--- src/rtl/seq_divider.sv ---
// Multi-cycle restoring divider for the RV32M DIV/DIVU/REM/REMU group.
// One trial subtraction per cycle, one quotient bit per cycle; divide-by-zero
// and signed overflow bypass the iteration and finish in a single cycle.
module seq_divider #(
   parameter int unsigned WIDTH = 32
) (
   input  logic             clk,
   input  logic             rst_n,
   input  logic             start,
   input  logic             flush,
   input  logic [1:0]       op,
   input  logic [WIDTH-1:0] dividend,
   input  logic [WIDTH-1:0] divisor,
   output logic             busy,
   output logic             valid,
   output logic [WIDTH-1:0] result
);

   localparam int unsigned CW = (WIDTH > 1) ? $clog2(WIDTH) : 1;
   localparam logic [CW-1:0] LAST = CW'(WIDTH - 1);
   localparam logic [WIDTH-1:0] MIN_NEG = {1'b1, {(WIDTH-1){1'b0}}};

   typedef enum logic [1:0] {
      IDLE = 2'd0,
      CALC = 2'd1,
      FIX  = 2'd2,
      DONE = 2'd3
   } state_t;

   state_t           state;
   state_t           state_next;
   logic [WIDTH:0]   rem;
   logic [WIDTH-1:0] quo;
   logic [WIDTH-1:0] dvsr;
   logic [CW-1:0]    count;
   logic             op_rem;
   logic             q_neg;
   logic             r_neg;

   logic             a_neg;
   logic             b_neg;
   logic [WIDTH-1:0] a_abs;
   logic [WIDTH-1:0] b_abs;
   logic             div_zero;
   logic             overflow;
   logic             special;
   logic [WIDTH-1:0] special_res;
   logic [WIDTH:0]   rem_sh;
   logic [WIDTH:0]   trial;

   // Operand conditioning, special-case detection and the trial subtraction
   always_comb begin
      a_neg       = ~op[0] & dividend[WIDTH-1];
      b_neg       = ~op[0] & divisor[WIDTH-1];
      a_abs       = a_neg ? -dividend : dividend;
      b_abs       = b_neg ? -divisor : divisor;
      div_zero    = (divisor == '0);
      overflow    = ~op[0] & (dividend == MIN_NEG) & (divisor == '1);
      special     = div_zero | overflow;
      if (div_zero) begin
         special_res = op[1] ? dividend : '1;
      end else begin
         special_res = op[1] ? '0 : MIN_NEG;
      end
      rem_sh = {rem[WIDTH-1:0], quo[WIDTH-1]};
      trial  = rem_sh - {1'b0, dvsr};
   end

   // State register
   always_ff @(posedge clk or negedge rst_n) begin
      if (!rst_n) begin
         state <= IDLE;
      end else begin
         state <= state_next;
      end
   end

   // Next-state logic; flush always returns to IDLE and beats start
   always_comb begin
      state_next = state;
      if (flush) begin
         state_next = IDLE;
      end else begin
         unique case (state)
            IDLE: if (start) state_next = special ? DONE : CALC;
            CALC: if (count == LAST) state_next = FIX;
            FIX:  state_next = DONE;
            DONE: state_next = IDLE;
            default: state_next = IDLE;
         endcase
      end
   end

   // Datapath, counter and registered handshake outputs
   always_ff @(posedge clk or negedge rst_n) begin
      if (!rst_n) begin
         rem    <= '0;
         quo    <= '0;
         dvsr   <= '0;
         count  <= '0;
         op_rem <= 1'b0;
         q_neg  <= 1'b0;
         r_neg  <= 1'b0;
         result <= '0;
         busy   <= 1'b0;
         valid  <= 1'b0;
      end else begin
         busy  <= (state_next != IDLE);
         valid <= (state == DONE) && !flush;
         if (!flush) begin
            unique case (state)
               IDLE: begin
                  if (start) begin
                     rem    <= '0;
                     quo    <= a_abs;
                     dvsr   <= b_abs;
                     count  <= '0;
                     op_rem <= op[1];
                     q_neg  <= a_neg ^ b_neg;
                     r_neg  <= a_neg;
                     if (special) begin
                        result <= special_res;
                     end
                  end
               end
               CALC: begin
                  rem   <= trial[WIDTH] ? rem_sh : trial;
                  quo   <= {quo[WIDTH-2:0], ~trial[WIDTH]};
                  count <= count + CW'(1);
               end
               FIX: begin
                  if (op_rem) begin
                     result <= r_neg ? -rem[WIDTH-1:0] : rem[WIDTH-1:0];
                  end else begin
                     result <= q_neg ? -quo : quo;
                  end
               end
               default: ;
            endcase
         end
      end
   end

endmodule
--- config.mk ---
export PLATFORM = sky130hd
export DESIGN_NAME = seq_divider
export DESIGN_NICKNAME = d
export VERILOG_FILES = /design/src/rtl/seq_divider.sv
export SDC_FILE = /design/constraint.sdc
export NUM_CORES = 1
export LEC_CHECK = 0
export ABC_AREA = 1
export CORE_MARGIN = 2
export CORE_UTILIZATION = 40
export CTS_CLUSTER_DIAMETER = 150
export CTS_CLUSTER_SIZE = 40
export DETAILED_ROUTE_END_ITERATION = 6
export SLEW_MARGIN = 10
export SYNTH_ARGS = -nofsm -noshare
export SYNTH_HDL_FRONTEND = slang
export SYNTH_SLANG_ARGS = --single-unit
--- constraint.sdc ---
create_clock -name clk -period 2.8 [get_ports clk]
set_input_delay 0.84 -clock clk [delete_from_list [all_inputs] [get_ports clk]]
set_output_delay 0.84 -clock clk [all_outputs]
set_load 0.005 [all_outputs]
After elaboration in Yosys (flattened, before gate mapping)
Index checks and enable logic that the tools add are counted.
Widths: inputs -> output; s select.
{"block": "op_classes", "add_sub_neg": 6, "n_bitwise": 9, "reduce_logical": 10, "muxes": 23, "eq_ne": 8}
{"operator": "$mux 32", "n": 13}
{"operator": "$pmux 32 s2", "n": 3}
{"operator": "$neg 32->32", "n": 4}
{"operator": "$eq 32x32->1 const B", "n": 2}
{"operator": "$sub 33x32->33", "n": 1}
{"operator": "$logic_not 32->1", "n": 1}
{"operator": "$pmux 5 s2", "n": 1}
{"operator": "$mux 2", "n": 4}
{"operator": "$pmux 2 s4", "n": 1}
{"operator": "$reduce_and 3->1", "n": 2}
{"operator": "$reduce_bool 2->1", "n": 3}
{"operator": "$add 5x1->5 const B", "n": 1}
{"operator": "$eq 5x5->1 const B", "n": 1}
{"operator": "$mux 5", "n": 1}
{"operator": "$and 1x1->1", "n": 4}
{"operator": "$eq 2x2->1 const B", "n": 2}
{"operator": "$ne 2x2->1 const B", "n": 2}
{"operator": "$reduce_and 4->1", "n": 1}
{"operator": "$not 1->1", "n": 3}
{"operator": "$eq 2x1->1 const B", "n": 1}
{"operator": "$logic_not 2->1", "n": 1}
{"operator": "$logic_and 1x1->1", "n": 1}
{"operator": "$logic_not 1->1", "n": 1}
{"operator": "$or 1x1->1", "n": 1}
{"operator": "$xor 1x1->1", "n": 1}
{"block": "word_totals", "output_inout_bits": 34, "input_bits": 70, "elab_cells": 67, "reg_bits": 140}

Depth between registers and ports, before layout
{"block": "depth", "depth_word": 9, "mapped_depth": 18, "mapped_depth_nobuf": 17}

Worst setup path after synthesis
OpenSTA, ideal clock, no wires.
{"block": "synth_timing", "path_kind": "input to register", "start": "input port divisor[1]", "end": "register result[1]", "setup_ns": 0.120, "required_time_ns": 2.680, "path_stages": 12, "path_slack_ns": 0.509, "arrival_ns": 2.170, "n_path_buf": 1, "cell_sequence": "inv_1 ha_1 inv_1 nor3_2 nand3_1 nor2_1 nand3b_1 nand3_2 nand2_4 clkbuf_1 nand2_1 nand2_1"}
{"block": "synth_via", "elab_chain_cells": 5, "elab_cells_between_ends": 10, "cone_classes": "eq/ne: 2; mux: 4; bitwise: 2; reduce/logical: 2"}
{"item": "start: declaration", "line_no": "13", "text": "input logic [WIDTH-1:0] divisor,"}
{"item": "$eq 32x32->1 / $logic_not 32->1 (equally long branches)", "line_no": "58, 57"}
{"item": "$and 1x1->1 / $mux 32 (equally long branches)", "line_no": "58, 60"}
{"item": "$or 1x1->1 / $mux 32 (equally long branches)", "line_no": "59, 121"}
{"item": "$ne 2x2->1 (no source line) / $mux 32 (equally long branches)"}
{"item": "$reduce_and 4->1 (no source line) / $pmux 32 s2 (equally long branches)"}
{"item": "end signal: assignment", "line_no": "122", "text": "result <= special_res;"}
{"item": "end signal: assignment", "line_no": "133", "text": "result <= r_neg ? -rem[WIDTH-1:0] : rem[WIDTH-1:0];"}
{"item": "end signal: assignment", "line_no": "135", "text": "result <= q_neg ? -quo : quo;"}
{"item": "end: declaration", "line_no": "16", "text": "output logic [WIDTH-1:0] result"}
Parallel ways exist; a longest one is shown, timed or not. The select of a mux whose other input is x is not followed.
A chain may end at the register's enable or synchronous reset.

Worst setup path in the final report
{"block": "layout_timing", "start": "register rem[24]", "end": "register rem[27]"}
{"block": "layout_via", "elab_chain_cells": 3}
{"item": "start: declaration", "line_no": "32", "text": "logic [WIDTH:0] rem;"}
{"item": "start signal: assignment", "line_no": "127", "text": "rem <= trial[WIDTH] ? rem_sh : trial;"}
{"item": "$sub 33x32->33", "line_no": "66", "text": "trial = rem_sh - {1'b0, dvsr};"}
{"item": "$mux 32", "line_no": "127"}
{"item": "$pmux 32 s2", "line_no": "111", "text": "unique case (state)"}
Every way passes these cells.

==> flow_metrics.py <==
metrics = {
    "run_status": {
        "status": "finished clean",
    },
    "logic_synthesis": {
        "ys_seq_area_frac": 0.275,
        "async_reset_ff_frac": 1.00,
        "syn_inst": 2132,
        "synth-seq-cells": 140,
        "synth_nets": 2242,
        "synth_edf_count": 0,
        "synth_top_area_share": 0.275,
        "synthFlopType": "dfrtp_1",
        "yosys-top-cells-area": "dfrtp_1 27%, nand2_1 22%, nand3_1 8.0%",
        "ys_types": 48,
        "synth_area_sq_mm": 0.0127,
        "synth_area_per_cell_sq_um": 5.98,
        "yosysTopAreaCell": "dfrtp_1",
        "yosysWarnings": 0,
    },
    "setup_path": {
        "required_ns": 3.13,
        "worstPathArrival_ns": 2.97,
        "crit_fanout": 30,
        "worstSetupPathType": "reg2reg",
        "worstSetupStartpointType": "flip-flop",
        "r2r_setup_slack_ns": 0.16,
        "worst_setup_path_end_kind": "flip-flop",
    },
    "timing": {
        "setup_viol": 0,
        "fin_crit_sh": 0.942,
        "fin_worst_skew_ns": 0.0116,
        "tightest_slew_ns": 0.732,
        "hold_ws_ns": 0.340,
        "min_period_ns": 2.64,
        "max_slew_margin": 0.511,
        "finalHoldViolCount": 0,
        "rsz0062_at_grt": "no",
        "final-max-slew-violation-count": 0,
        "tns_ns": 0,
        "max_freq_ghz": 0.379,
    },
    "power": {
        "sw_frac_of_total": 0.522,
        "power_leakage_nw": 8.11,
        "power.internal_mw": 7.67,
        "clkPwrFrac": 0.151,
        "power_density_mw_per_mm2": 1000,
        "finalPower_mw": 16.0,
        "vdd_ir_drop_max_v": 0.000591,
        "seq_power_share": 0.218,
        "power_frac_comb": 0.631,
        "switchingPower_mw": 8.36,
    },
    "clock_network": {
        "clk_pin_slew_worst_paths_ns": 0.07,
        "cts_tree": "yes",
        "numCtsBuffers": 17,
        "cts-root-buf": "clkbuf_16",
        "htreeDepth": 4,
        "postCtsSetupRepairBufs": 0,
        "clk_latency_ns": 0.45,
        "clock_sinks": 140,
        "cts_buffer_depth": 2,
    },
    "global_route": {
        "antenna_found_initial": 0,
        "grt-ovfl-total": 0,
        "grtUsageTotal": 0.301,
        "grt_pass1_wl_um": 76700,
        "grt_max_degree": 47,
        "grt_pass1_vias": 13600,
    },
    "die": {
        "core_area_sq_mm": 0.0315,
        "row_count": 65,
        "dieArea_sq_mm": 0.0333,
        "start_util": 0.405,
        "die_h_um": 183,
        "die_w_um": 183,
        "io_pins": 104,
    },
    "drt": {
        "viasPerCell": 5.31,
        "drc_errors": 0,
        "wl_um": 49700,
        "wl_per_cell_um": 18.0,
        "dr.first_iter.drc_count": 1415,
        "dr.pass1.iters": 6,
        "ant_nets": 0,
        "num_vias": 14600,
    },
    "placement": {
        "port_buffers": 103,
        "dp_cells": 2725,
        "gp_congestion": 0.994,
        "dp_hpwl_um": 40000,
    },
    "cells_and_area": {
        "syn_to_final_growth_pct": 25.2,
        "stdcell_count": 2757,
        "drive_gt1_frac": 0.0972,
        "antenna_cells": 0,
        "final_nets": 2452,
        "final_util": 0.507,
    },
    "hold_path": {
        "min_path_type": "in2async",
    },
    "run": {
        "max_cap_viol_count": 0,
    },
}
[cells in the mapped netlist, types with 3 or more instances]
library cell and n:
nand2_1 756, inv_1 242, nor2_1 206, nand3_1 204, dfrtp_1 140, o21ai_0 127, a21oi_1 92, clkbuf_1 50
ha_1 39, xor2_1 34, nor3_1 29, nand4_1 26, xnor2_1 26, nand3b_1 23, o211ai_1 19, o21ai_1 19
buf_4 10, a22oi_1 7, buf_1 7, inv_2 7, nor2_2 7, o21bai_1 7, buf_2 6, or2_2 6
o221ai_1 4, and2_1 3, nand2_2 3, nor3_2 3, o31ai_1 3
[layer usage]
metal / share of wire / wire [um] / GRT usage / vias up
met5: 0 / 0 / 0 / -
met4: 0.022 / 1100 / 0.0758 / 0
met3: 0.088 / 4390 / 0.0718 / 63
met2: 0.41 / 20500 / 0.442 / 545
met1: 0.48 / 23800 / 0.442 / 6759
li1: - / - / - / 7274
[per-stage QoR]
stage / instance area, sq um / worst slack [ns]
finish: 16000 / 0.161
detailed placement: 15300 / -0.278
floorplan: 12700 / 0.509
CTS: 16000 / 0.0669
global placement: 15300 / -0.193
global route: 16000 / 0.00473
[worst max-delay path: stages (launching register included)]
cell	delay (ns)
dfrtp_1	0.51
ha_1	0.45
nand2_1	0.15
inv_1	0.07
and3_1	0.19
a21oi_1	0.38
nand3_1	0.20
nand2_2	0.14
buf_12	0.18
nand2_1	0.08
nand3_1	0.08
nand2_1	0.07
[state kept, by name, indices dropped and copies added (netlist names)]
register / cells
quo: 32
busy: 1
result: 32
q_neg: 1
r_neg: 1
op_rem: 1
dvsr: 32
state: 2
valid: 1
count: 5
rem: 32
[repair_timing]
item	in CTS	in global routing
hold buffers	0	0
setup endpoints to repair	0	33
gates resized for setup	0	3
[final cells by class]
class                           count  area, sq um
Clock inverter                     12          161
Clock buffer                       20          447
Sequential cell                   140         3500
Tap cell                          402          503
Multi-Input combinational cell   1669         8000
Fill cell                        3236        15500
Timing Repair Buffer              265         2410
Inverter                          249          935
[layout by cell type, fill, tap and decap left out, types with 13 or more instances in the layout]
| master | n |
|---|---|
| xnor2_1 | 26 |
| o21ai_1 | 19 |
| o211ai_1 | 19 |
| inv_1 | 242 |
| nand3b_1 | 23 |
| ha_1 | 39 |
| buf_4 | 149 |
| o21ai_0 | 127 |
| xor2_1 | 34 |
| a21oi_1 | 92 |
| nor2_1 | 203 |
| clkdlybuf4s50_1 | 102 |
| nand3_1 | 203 |
| dfrtp_1 | 139 |
| nand4_1 | 26 |
| clkbuf_16 | 17 |
| buf_12 | 13 |
| nand2_1 | 754 |
| nor3_1 | 29 |
[kinds of logic (layout without fill, tap and decap cells)]
kind of cell,after synthesis,in the layout,synth area share
AOI/OAI and AO/OA,290,290,0.125
buffers and inverters,323,546,0.0992
muxes,1,1,0.000785
DFF,140,140,0.275
xor gates and xnor gates,60,60,0.0412
adders and majority gates,40,40,0.0399
and+or+nand+nor,1278,1278,0.420
[power by group through the flow]
stage,registers (mW),logic (mW),clock network [mW]
after floorplan,3.21,6.66,0
after global placement,3.48,9.84,0
after detailed placement,3.48,9.93,0
after CTS,3.46,9.98,2.45
after global routing,3.56,11.3,2.52
final,3.49,10.1,2.42
[worst paths after layout]
path | from | endpoint | cells past startpoint
max | rem[24] | rem[27] | 11
min | rst_n | quo[27] | 1
max reg2reg | rem[24] | rem[27] | 11
min reg2reg | count[2] | count[2] | 1
max in group asynchronous | rst_n | state[0] | 2
min in group clk | count[2] | count[2] | 1
No activity file was read; power rests on OpenSTA's default activity.
